`src/rtl/mii_frame_arbiter_if.sv`:
```
// Request/TX-lane bundle of mii_frame_arbiter: master = frame sources and lane sink, slave = arbiter.
// Statistics signals are present only when MII_ARB_STATS_EN is defined.
interface mii_frame_arbiter_if #(
    parameter int N_SRC      = 4,
    parameter int DATA_WIDTH = 64,
    parameter int CTRL_WIDTH = 8
);
    localparam int ID_W = $clog2(N_SRC);

    logic [N_SRC-1:0]            req_valid;
    logic [N_SRC*DATA_WIDTH-1:0] req_data;
    logic [N_SRC*CTRL_WIDTH-1:0] req_ctrl;
    logic [N_SRC-1:0]            req_last;
    logic [N_SRC-1:0]            req_ready;
    logic [DATA_WIDTH-1:0]       tx_data;
    logic [CTRL_WIDTH-1:0]       tx_ctrl;
    logic [ID_W-1:0]             grant_id;
    logic                        busy;
    logic                        underrun;
`ifdef MII_ARB_STATS_EN
    logic [N_SRC*16-1:0]         frame_cnt;
    logic [15:0]                 underrun_cnt;
`endif

    modport master (
        output req_valid, req_data, req_ctrl, req_last,
`ifdef MII_ARB_STATS_EN
        input  frame_cnt, underrun_cnt,
`endif
        input  req_ready, tx_data, tx_ctrl, grant_id, busy, underrun
    );

    modport slave (
        input  req_valid, req_data, req_ctrl, req_last,
`ifdef MII_ARB_STATS_EN
        output frame_cnt, underrun_cnt,
`endif
        output req_ready, tx_data, tx_ctrl, grant_id, busy, underrun
    );
endinterface

```
`src/rtl/mii_frame_arbiter.sv`:
```
// Round-robin whole-frame arbiter of N MAC sources onto one MII TX lane; MII_ARB_STATS_EN adds counters.
// Latency 1 (accepted beat on lane next cycle); only the granted source sees ready, bubbles emit error beats.
module mii_frame_arbiter #(
    parameter int         N_SRC      = 4,
    parameter int         DATA_WIDTH = 64,
    parameter int         CTRL_WIDTH = 8,
    parameter int         IFG_BEATS  = 2,
    parameter logic [7:0] IDLE_CODE  = 8'h07,
    parameter logic [7:0] ERROR_CODE = 8'hFE
) (
    input  logic               clk,
    input  logic               i_rst_n,
    mii_frame_arbiter_if.slave bus
);
    localparam int ID_W  = $clog2(N_SRC);
    localparam int IFG_W = (IFG_BEATS > 0) ? $clog2(IFG_BEATS + 1) : 1;
    localparam logic [DATA_WIDTH-1:0] IDLE_DAT = {CTRL_WIDTH{IDLE_CODE}};
    localparam logic [DATA_WIDTH-1:0] ERR_DAT  = {CTRL_WIDTH{ERROR_CODE}};

    if (N_SRC < 2 || N_SRC > 8 || DATA_WIDTH != 8 * CTRL_WIDTH) begin : g_bad_cfg
        $error("mii_frame_arbiter: unsupported parameter combination");
    end

    typedef enum logic [1:0] {
        ST_ARB  = 2'd0,
        ST_XFER = 2'd1,
        ST_IFG  = 2'd2
    } state_t;

    state_t                state_q, state_d;
    logic [ID_W-1:0]       grant_q, grant_d;
    logic [ID_W-1:0]       rr_q, rr_d;
    logic [IFG_W-1:0]      ifg_q, ifg_d;
    logic [DATA_WIDTH-1:0] tx_dat_q, tx_dat_d;
    logic [CTRL_WIDTH-1:0] tx_ctl_q, tx_ctl_d;
    logic                  underrun_q, underrun_d;

    logic                  pick_vld;
    logic [ID_W-1:0]       pick_id;
    logic [ID_W-1:0]       cand_id;
    logic [ID_W-1:0]       next_ptr;
    logic                  gnt_vld;
    logic                  gnt_last;
    logic [DATA_WIDTH-1:0] gnt_dat;
    logic [CTRL_WIDTH-1:0] gnt_ctl;
    logic [N_SRC-1:0]      ready;
    logic                  frame_done;
    logic                  bubble;

    // rr_q holds the first index to search, i.e. last winner + 1
    always_comb begin
        pick_vld = 1'b0;
        pick_id  = '0;
        cand_id  = '0;
        for (int i = 0; i < N_SRC; i++) begin
            cand_id = ID_W'((int'(rr_q) + i) % N_SRC);
            if (!pick_vld && bus.req_valid[cand_id]) begin
                pick_vld = 1'b1;
                pick_id  = cand_id;
            end
        end
    end

    // Only the owner's request signals are ever looked at
    assign gnt_vld    = bus.req_valid[grant_q];
    assign gnt_last   = bus.req_last[grant_q];
    assign gnt_dat    = bus.req_data[int'(grant_q) * DATA_WIDTH +: DATA_WIDTH];
    assign gnt_ctl    = bus.req_ctrl[int'(grant_q) * CTRL_WIDTH +: CTRL_WIDTH];
    assign next_ptr   = ID_W'((int'(grant_q) + 1) % N_SRC);
    assign frame_done = (state_q == ST_XFER) && gnt_vld && gnt_last;
    assign bubble     = (state_q == ST_XFER) && !gnt_vld;

    always_comb begin
        state_d    = state_q;
        grant_d    = grant_q;
        rr_d       = rr_q;
        ifg_d      = ifg_q;
        tx_dat_d   = IDLE_DAT;
        tx_ctl_d   = '1;
        underrun_d = 1'b0;
        case (state_q)
            ST_ARB: begin
                if (pick_vld) begin
                    state_d = ST_XFER;
                    grant_d = pick_id;
                end
            end
            ST_XFER: begin
                if (gnt_vld) begin
                    tx_dat_d = gnt_dat;
                    tx_ctl_d = gnt_ctl;
                    if (gnt_last) begin
                        rr_d = next_ptr;
                        if (IFG_BEATS == 0) begin
                            state_d = ST_ARB;
                        end else begin
                            state_d = ST_IFG;
                            ifg_d   = IFG_W'(IFG_BEATS);
                        end
                    end
                end else begin
                    tx_dat_d   = ERR_DAT;
                    underrun_d = 1'b1;
                end
            end
            ST_IFG: begin
                ifg_d = ifg_q - IFG_W'(1);
                if (ifg_q <= IFG_W'(1)) begin
                    state_d = ST_ARB;
                end
            end
            default: state_d = ST_ARB;
        endcase
    end

    always_ff @(posedge clk or negedge i_rst_n) begin
        if (!i_rst_n) begin
            state_q    <= ST_ARB;
            grant_q    <= '0;
            rr_q       <= '0;
            ifg_q      <= '0;
            tx_dat_q   <= IDLE_DAT;
            tx_ctl_q   <= '1;
            underrun_q <= 1'b0;
        end else begin
            state_q    <= state_d;
            grant_q    <= grant_d;
            rr_q       <= rr_d;
            ifg_q      <= ifg_d;
            tx_dat_q   <= tx_dat_d;
            tx_ctl_q   <= tx_ctl_d;
            underrun_q <= underrun_d;
        end
    end

    always_comb begin
        ready = '0;
        if (state_q == ST_XFER) begin
            ready[grant_q] = 1'b1;
        end
    end

    assign bus.req_ready = ready;
    assign bus.tx_data   = tx_dat_q;
    assign bus.tx_ctrl   = tx_ctl_q;
    assign bus.grant_id  = grant_q;
    assign bus.busy      = (state_q == ST_XFER);
    assign bus.underrun  = underrun_q;

`ifdef MII_ARB_STATS_EN
    logic [N_SRC*16-1:0] frame_cnt_q;
    logic [15:0]         urun_cnt_q;

    // Frame counters wrap; the underrun counter sticks at all-ones
    always_ff @(posedge clk or negedge i_rst_n) begin
        if (!i_rst_n) begin
            frame_cnt_q <= '0;
            urun_cnt_q  <= '0;
        end else begin
            if (frame_done) begin
                frame_cnt_q[int'(grant_q) * 16 +: 16] <= frame_cnt_q[int'(grant_q) * 16 +: 16] + 16'd1;
            end
            if (bubble && (urun_cnt_q != 16'hFFFF)) begin
                urun_cnt_q <= urun_cnt_q + 16'd1;
            end
        end
    end

    assign bus.frame_cnt    = frame_cnt_q;
    assign bus.underrun_cnt = urun_cnt_q;
`endif
endmodule
```
`src/flat_wrapper.sv`:
```
// flat-port wrapper written by rule: the top's interface ports become plain ports
module mii_frame_arbiter_flat 
#(
    parameter int         N_SRC      = 4,
    parameter int         DATA_WIDTH = 64,
    parameter int         CTRL_WIDTH = 8,
    parameter int         IFG_BEATS  = 2,
    parameter logic [7:0] IDLE_CODE  = 8'h07,
    parameter logic [7:0] ERROR_CODE = 8'hFE
)
  (clk, i_rst_n, bus_req_valid, bus_req_data, bus_req_ctrl, bus_req_last, bus_req_ready, bus_tx_data, bus_tx_ctrl, bus_grant_id, bus_busy, bus_underrun);
  mii_frame_arbiter_if #(.N_SRC(N_SRC), .DATA_WIDTH(DATA_WIDTH), .CTRL_WIDTH(CTRL_WIDTH)) bus_i ();
  input  logic clk;
  input  logic i_rst_n;
  input wire logic [$bits(bus_i.req_valid)-1:0] bus_req_valid;
  input wire logic [$bits(bus_i.req_data)-1:0] bus_req_data;
  input wire logic [$bits(bus_i.req_ctrl)-1:0] bus_req_ctrl;
  input wire logic [$bits(bus_i.req_last)-1:0] bus_req_last;
  output wire logic [$bits(bus_i.req_ready)-1:0] bus_req_ready;
  output wire logic [$bits(bus_i.tx_data)-1:0] bus_tx_data;
  output wire logic [$bits(bus_i.tx_ctrl)-1:0] bus_tx_ctrl;
  output wire logic [$bits(bus_i.grant_id)-1:0] bus_grant_id;
  output wire logic [$bits(bus_i.busy)-1:0] bus_busy;
  output wire logic [$bits(bus_i.underrun)-1:0] bus_underrun;
  assign bus_i.req_valid = bus_req_valid;
  assign bus_i.req_data = bus_req_data;
  assign bus_i.req_ctrl = bus_req_ctrl;
  assign bus_i.req_last = bus_req_last;
  assign bus_req_ready = bus_i.req_ready;
  assign bus_tx_data = bus_i.tx_data;
  assign bus_tx_ctrl = bus_i.tx_ctrl;
  assign bus_grant_id = bus_i.grant_id;
  assign bus_busy = bus_i.busy;
  assign bus_underrun = bus_i.underrun;
  mii_frame_arbiter #(.N_SRC(N_SRC), .DATA_WIDTH(DATA_WIDTH), .CTRL_WIDTH(CTRL_WIDTH), .IFG_BEATS(IFG_BEATS), .IDLE_CODE(IDLE_CODE), .ERROR_CODE(ERROR_CODE)) u_core (.clk(clk), .i_rst_n(i_rst_n), .bus(bus_i));
endmodule
```
`config.mk`:
```
export PLATFORM = sky130hd
export DESIGN_NAME = mii_frame_arbiter_flat
export DESIGN_NICKNAME = d
export VERILOG_FILES = /design/src/rtl/mii_frame_arbiter_if.sv /design/src/rtl/mii_frame_arbiter.sv /design/src/flat_wrapper.sv
export SDC_FILE = /design/constraint.sdc
export NUM_CORES = 1
export LEC_CHECK = 0
export BUFFER_PORTS_ARGS = -buffer_cell sky130_fd_sc_hd__buf_4
export CORE_AREA = 2 2 149 151
export CTS_CLUSTER_DIAMETER = 40
export DETAILED_ROUTE_END_ITERATION = 10
export DIE_AREA = 0 0 151 153
export PLACE_DENSITY = 0.63
export SETUP_SLACK_MARGIN = 0.4
export SLEW_MARGIN = 10
export SYNTH_ARGS = -nofsm -noshare
export SYNTH_HDL_FRONTEND = slang
export SYNTH_SLANG_ARGS = --single-unit
```
`constraint.sdc`:
```
create_clock -name clk -period 2 [get_ports clk]
set_input_delay 0.4 -clock clk [delete_from_list [all_inputs] [get_ports clk]]
set_output_delay 0.4 -clock clk [all_outputs]
set_load 0.005 [all_outputs]
```
==> reports/results.tsv, run 1 <==
metric	value	unit
non-filler instance count after layout	1039	
Overflow after GRT	0	
post-route ant nets	0	
DR WL/cell	21.6	µm
sequential share of power	21.5	%
via/cell ratio	4.58	
Seq/Total Area, Yosys	42.5	%
FMAX	532	MHz
Slowest cell on crit path	dfrtp_4	
share of layout cells above drive strength 1	83.0	%
first-pass GRT wire length	31.4	mm
period utilization	94.0	%
Max-slew headroom	70.9	%
Synth Cell Area	0.00487	mm²
Clock Skew	11.9	ps
post-route setup TNS	0	ps
CP Launch Type	flop	
combinational share of power	65.4	%
Cells after DPL	964	
routed wire length	22.4	mm
crit path max fanout	6	
CP bufs+invs	2	
minimum clock period	1880	ps
vias	4763	
CTS tree	yes	
CP required	1600	ps
Core Region	0.0215	mm²
measured slew at the worst slew-check pin	436	ps
CTS root buf	clkbuf_16	
clock slew at reported path FFs	60	ps
Clock Tree Buf Depth	2	
hold path start	bus_req_valid[3]	
worst min-delay path class	input pin to flop	
Initial Util	22.6	%
initial antenna violation count	1	
Post-Route M1 WL	8.82	mm
cell internal pwr	0.00852	W
CP Class	flop to primary output	
RSZ-0062 raised after global routing	yes	
GR Util All Layers	18.5	%
crit-path cells	clkinvlp_4, ha_4, and2_4, buf_6	
placed wire-length estimate	15.5	mm
area grow syn2layout	95.3	%
initial DRC count	182	
clock power share	13.1	%
largest delay contributor family on the critical path	flip-flops	
Syn Inst Count	323	
crit path from	u_core.bus.grant_id[0]	
Nets	1060	
synthesized flop and latch total	81	
crit path DAT	1480	ps
Post-Route Utilization	44.2	%
number of diodes	0	
largest net degree at the start of global routing	38	
Die Width	151	µm
H-tree depth reported by CTS	3	
max-cap violations	0	
drt first pass iters	4	
number of I/O pins	378	
total power	0.0129	W
Mean Syn Cell Area	15.1	µm²
Slew Limit Fails	0	
yosys warns	0	
vias in the first global route	5151	
switching share of power	33.8	%
post-synth cell types	34	
PD cells	1350	mW/mm²
synthesized net count	629	
CTS sink cnt	81	
RR Startpoint	u_core.bus.grant_id[0]	
Hold Vio Cnt, Final	0	
clock latency on the worst-skew pair	340	ps
drt drc	0	
metal2 WL	11.7	mm
met3 wire length	1.57	mm
highest metal used	met5	
Die Area	0.0231	mm²
Std-Cell Rows	54	
VDD IR max	0.455	mV
CTS buffer count	9	
gpl congestion	0.803	
leakage power	4.32	nW
input/output buffers	377	
outcome	finished, final reports clean	
crit end category	primary output	
final setup vio count	0	
largest stage delay on the critical path	520	ps
die height	153	µm
P_sw	0.00435	W
-- timing repair --
| action | CTS | global route |
|---|---|---|
| pin swaps | 5 | 14 |
| gates resized for setup | 76 | 41 |
| cloned | 11 | 4 |
| hold endpoints to repair | 1 | 0 |
| setup endpoints to repair | 75 | 86 |
| setup buffers | 31 | 12 |
| hold buffers | 1 | 0 |
-- power groups by stage --
stage | Sequential [W] | Clock (W) | Combinational (W)
final | 0.00276 | 0.00169 | 0.00842
after detailed placement | 0.00276 | 0 | 0.00590
after CTS | 0.00276 | 0.00174 | 0.00775
after floorplan | 0.00278 | 0 | 0.00361
after global placement | 0.00274 | 0 | 0.00587
after global routing | 0.00283 | 0.00180 | 0.00898
-- path summary, 6_finish.rpt --
| path | end | slack [ps] | cells after the start |
|---|---|---|---|
| worst max-delay path | bus_req_ready[2] | 120 | 4 |
| worst min-delay path | u_core.bus.grant_id[0] | 420 | 3 |
| worst max register to register | u_core.ifg_q[0] | 150 | 5 |
| worst min register to register | u_core.ifg_q[1] | 560 | 2 |
| max in group asynchronous | u_core.bus.tx_data[0] | 760 | 3 |
| min in group asynchronous | u_core.bus.tx_data[51] | 550 | 2 |
-- per-layer routing --
metal / track usage (%) / up-vias
li1: - / 2116
met5: 0 / -
met4: 5.21 / 2
met2: 31.7 / 204
met3: 3.85 / 27
met1: 23.6 / 2414
-- worst register-to-register path, cell delays in order (launching register included) --
cell	delay (ps)
dfrtp_4	520
buf_6	140
mux4_2	540
nand2_4	110
a21bo_4	140
mux2_4	290
-- cell usage after synthesis, drive strengths merged --
cell | count | area, µm²
nor2b | 5 | 31.3
or2 | 24 | 150
a21bo | 1 | 16.3
mux2i | 2 | 20.0
buf | 25 | 179
a221oi | 1 | 8.76
a32o | 1 | 10.0
nor4 | 1 | 6.26
ha | 8 | 100
nand2 | 21 | 81.3
a21oi | 3 | 18.8
nor3 | 1 | 5.00
dfrtp | 49 | 1230
clkbuf | 6 | 22.5
nand3 | 1 | 10.0
o21a | 41 | 308
nand2b | 1 | 6.26
o21ai | 6 | 30.0
mux4 | 74 | 1670
nor2 | 1 | 3.75
o22ai | 1 | 6.26
and2 | 4 | 25.0
inv | 9 | 33.8
dfstp | 32 | 841
a21boi | 1 | 7.51
mux2 | 4 | 52.6
-- cell usage in the layout (no fill, tap or decap), drive strengths merged, types with 4 or more instances in the layout --
master,instances
buf,440
mux4,74
dfrtp,49
o21a,41
dfstp,32
or2,24
nand2,21
clkbuf,16
o21ai,11
inv,8
ha,8
nor2b,5
and2,4
mux2,4
-- flip-flops by register name (all words and copies together) (netlist names) --
name                 count
u_core.bus.grant_id      2
u_core.bus.tx_ctrl       8
u_core.bus.tx_data      64
u_core.bus.underrun      1
u_core.ifg_q             2
u_core.rr_q              2
u_core.state_q           2
-- stage by stage --
stage          instance area (µm²)  worst slack, ps  hold WS (ps)
6_report                      9500              121           422
4_1_cts                       9150              130           398
5_1_grt                       9500             74.4           439
3_3_place_gp                  8040             17.8           362
2_1_floorplan                 4920              291           104
3_5_place_dp                  8040             45.0           364
-- cell families after synthesis --
family | synth area share [%]
AOI/OAI and AO/OA | 8.33
adders and majority gates | 2.06
buffers and inverters | 4.83
DFF | 42.5
muxes | 35.7
and+or+nand+nor | 6.56
-- final cells by class --
type,count,area (µm²)
clock buffers,12,246
clock inverters,4,45.0
fillers,1995,12000
inverters,9,40.0
multi-input cells,207,2850
flip-flops and latches,81,2070
well taps,280,350
repair buffers,446,3890
(Power assumes the default switching activity.)
==> run 2, diff against run 1 <==
- BUFFER_PORTS_ARGS: -buffer_cell sky130_fd_sc_hd__buf_4 -> -buffer_cell sky130_fd_sc_hd__buf_2
==> reports/results.tsv, run 2 (synthesis gave the netlist of run 1 again) <==
metric	value	unit
input/output buffers	377	
die height	153	µm
placed wire-length estimate	14.7	mm
vias	4778	
Clock Tree Buf Depth	2	
CP Launch Type	flop	
area grow syn2layout	74.6	%
Initial Util	22.6	%
CP Class	flop to primary output	
worst min-delay path class	input pin to flop	
post-route cell area	0.00850	mm²
largest net degree at the start of global routing	43	
crit end category	primary output	
initial DRC count	249	
Die Width	151	µm
max-cap violations	0	
CTS buffer count	9	
routed wire length	20.7	mm
FMAX	543	MHz
gr busiest metal	met2	
hold path start	bus_req_valid[3]	
outcome	finished, final reports clean	
clock latency on the worst-skew pair	340	ps
RR Startpoint	u_core.bus.grant_id[0]	
Nets	1056	
CTS sink cnt	81	
final setup vio count	0	
initial antenna violation count	1	
met3 Use GR	3.40	%
VDD IR max	0.534	mV
CP required	1600	ps
period utilization	92.1	%
PD cells	1430	mW/mm²
measured slew at the worst slew-check pin	445	ps
via/cell ratio	4.62	
Hold Vio Cnt, Final	0	
final-layout fill cell count	2095	
final hold slack	453	ps
number of diodes	0	
number of I/O pins	378	
post-route setup TNS	0	ps
CTS tree	yes	
Std-Cell Rows	54	
drt first pass iters	4	
register area	0.00207	mm²
Die Area	0.0231	mm²
gpl congestion	0.809	
max reg flops	64	
drt drc	0	
Core Region	0.0215	mm²
vias in the first global route	5012	
crit path from	u_core.bus.grant_id[1]	
most common cell after layout, fill and taps aside	buf_2	
crit path DAT	1440	ps
Overflow after GRT	0	
GR Util All Layers	16.7	%
first-pass GRT wire length	28.8	mm
RSZ-0062 raised after global routing	yes	
commonest non-fill, non-tap cells in the layout	buf_2 (371), mux4_2 (74), dfrtp_1 (47)	
Max-slew headroom	70.1	%
H-tree depth reported by CTS	3	
leakage power	3.96	nW
Clock Skew	8.84	ps
Post-DP Area	0.00716	mm²
met1 usage	21.2	%
Multi-input gate area	0.00290	mm²
crit path max fanout	7	
met2 usage	28.4	%
post-route ant nets	0	
share of layout cells above drive strength 1	82.5	%
minimum clock period	1840	ps
clock slew at reported path FFs	60	ps
Slew Limit Fails	0	
DR WL/cell	20.0	µm
CTS root buf	clkbuf_16	
run 2: per-stage QoR:
stage / cells / setup slack [ps] / util [%] / total power, W
CTS: 1018 / 143 / 37.5 / 0.0113
floorplan: 323 / 291 / - / 0.00639
global placement: 971 / 41.8 / 33.3 / 0.00813
global route: 1035 / 96.2 / 39.6 / 0.0130
finish: 1035 / 159 / 39.6 / 0.0122
detailed placement: 971 / 0.0788 / 33.3 / 0.00824
run 2: area by class of cell:
| class | count | area share, % |
|---|---|---|
| Sequential cell | 81 | 24.4 |
| Clock buffer | 12 | 3.02 |
| Inverter | 9 | 0.501 |
| Multi-Input combinational cell | 209 | 34.1 |
| Timing Repair Buffer | 440 | 33.2 |
| Tap cell | 280 | 4.12 |
| Clock inverter | 4 | 0.589 |
run 2: worst max-delay path: stages (launching register included):
cell and delay (ps):
dfrtp_4 530, buf_12 160, ha_4 150, and2_4 150
buf_6 110
run 2: layer usage:
metal | part of all wire [%] | routed length (µm) | vias up
met1 | 41 | 8460 | 2433
met3 | 7.0 | 1450 | 23
met4 | 1.6 | 329 | 2
met2 | 51 | 10500 | 208
met5 | 0.048 | 10 | -
li1 | - | - | 2112
run 2: what timing repair did:
| item | in CTS | in global routing |
|---|---|---|
| pin swaps | 7 | 32 |
| cloned | 9 | 8 |
| hold buffers | 1 | 0 |
| resized for setup | 57 | 60 |
| hold endpoints to repair | 16 | 0 |
| endpoints found under the setup margin | 79 | 84 |
| setup buffers | 21 | 9 |
run 2: worst paths after layout:
check	to	slack (ps)	cells past startpoint
worst max-delay path	bus_req_ready[3]	160	4
worst min-delay path	u_core.bus.grant_id[0]	450	3
worst max register to register	u_core.ifg_q[0]	180	5
worst min register to register	u_core.rr_q[0]	550	2
max in group asynchronous	u_core.bus.tx_ctrl[3]	880	3
min in group asynchronous	u_core.bus.tx_data[44]	510	2
run 2: power by group:
part           switching, W  internal [W]
sequential         0.000246       0.00247
clock              0.000693       0.00104
combinational       0.00335       0.00438
==> run 3, diff against run 2 <==
- CTS_BUF_LIST: default -> sky130_fd_sc_hd__clkbuf_4 sky130_fd_sc_hd__clkbuf_8
==> reports/results.tsv, run 3 (synthesis gave the netlist of run 1 again) <==
metric	value	unit
final setup vio count	0	
H-tree depth reported by CTS	3	
number of diodes	0	
PD cells	1420	mW/mm²
Post-Route Utilization	40.0	%
worst min-delay path class	input pin to flop	
FMAX	527	MHz
crit path DAT	2140	ps
crit path max fanout	5	
vias	4796	
Nets	1069	
initial antenna violation count	1	
max-cap violations	0	
Clock Tree Buf Depth	2	
VDD IR max	0.440	mV
outcome	finished, final reports clean	
share of layout cells above drive strength 1	83.6	%
first-pass GRT wire length	29.0	mm
Die Width	151	µm
total power	0.0122	W
max reg flops	64	
post-route cell area	0.00859	mm²
Slew Limit Fails	0	
most common cell after layout, fill and taps aside	buf_2	
Overflow after GRT	0	
period utilization	95.0	%
Core Region	0.0215	mm²
CP required	2240	ps
Clock Skew	15.9	ps
GR Util All Layers	16.8	%
post-route setup TNS	0	ps
clock latency on the worst-skew pair	370	ps
CTS sink cnt	81	
non-filler instance count after layout	1048	
routed wire length	21.2	mm
post-route ant nets	0	
number of I/O pins	378	
initial DRC count	341	
measured slew at the worst slew-check pin	415	ps
minimum clock period	1900	ps
Hold Vio Cnt, Final	0	
vias in the first global route	5082	
drt drc	0	
input/output buffers	377	
crit end category	flop	
Initial Util	22.6	%
RSZ-0062 raised after global routing	yes	
Post-DP Area	0.00716	mm²
final-layout fill cell count	2081	
CP Launch Type	flop	
Die Area	0.0231	mm²
area grow syn2layout	76.6	%
CTS root buf	clkbuf_8	
drt first pass iters	4	
via/cell ratio	4.58	
CP Class	flop to flop	
DR WL/cell	20.2	µm
die height	153	µm
gpl congestion	0.809	
Max-slew headroom	72.1	%
leakage power	4.03	nW
Cells after DPL	971	
CTS tree	yes	
Std-Cell Rows	54	
commonest non-fill, non-tap cells in the layout	buf_2 (371), mux4_2 (74), dfrtp_1 (47)	
clock slew at reported path FFs	90	ps
placed wire-length estimate	14.7	mm
CTS buffer count	9	
largest net degree at the start of global routing	43	
[run 3: cell count changes in the layout (fill, tap and decap cells not counted), moves of 6 or more]
cell / delta
or2_4: -6
buf_4: +7
clkbuf_8: +9
or2_2: +6
nand2_2: +6
[run 3: area by class of cell]
type	count	area, µm²	share of cell area, %
clock buffers	12	159	1.85
multi-input cells	207	2850	33.1
clock inverters	4	50.0	0.582
repair buffers	455	3070	35.7
well taps	280	350	4.08
flip-flops and latches	81	2070	24.1
inverters	9	42.5	0.495
[run 3: repair_timing]
item / CTS / global route
hold buffers: 1 / 0
resized for setup: 64 / 53
pin swaps: 16 / 25
endpoints found under the hold margin: 16 / 0
gates cloned: 9 / 9
buffers inserted: 24 / 18
setup endpoints to repair: 79 / 86
[run 3: path summary, 6_finish.rpt]
kind,from,to,slack [ps],cells past startpoint
max in group asynchronous,i_rst_n,u_core.bus.tx_ctrl[4],910,3
max reg2reg,u_core.bus.grant_id[0],u_core.ifg_q[0],100,5
min,bus_req_data[178],u_core.bus.tx_data[50],440,3
min reg2reg,u_core.ifg_q[1],u_core.ifg_q[1],560,2
min in group asynchronous,i_rst_n,u_core.bus.tx_data[37],480,2
max,u_core.bus.grant_id[0],u_core.ifg_q[0],100,5
[run 3: power breakdown]
part	total, W	leakage, nW	switching [W]	internal [W]
Clock	0.00131	0.111	0.000649	0.000664
Sequential	0.00270	0.955	0.000232	0.00247
Combinational	0.00818	2.96	0.00343	0.00475
Total	0.0122	4.03	0.00431	0.00788
[run 3: worst max-delay path, stage by stage (launching register included)]
cell and delay [ps]:
dfrtp_4 470, buf_4 180, mux4_2 560, nand2_2 120, a21bo_4 140, mux2_4 300
[run 3: metrics by stage]
step	setup slack [ps]	hold WS [ps]
4_1_cts	125	366
3_3_place_gp	41.8	309
6_report	101	436
5_1_grt	63.6	412
2_1_floorplan	291	104
3_5_place_dp	0.0788	313
[run 3: layer usage]
layer  GRT usage (%)  part of all wire [%]
met4            4.41                   1.1
met5               0                 0.047
met3            4.09                   6.3
met2            28.6                    52
met1            21.4                    41
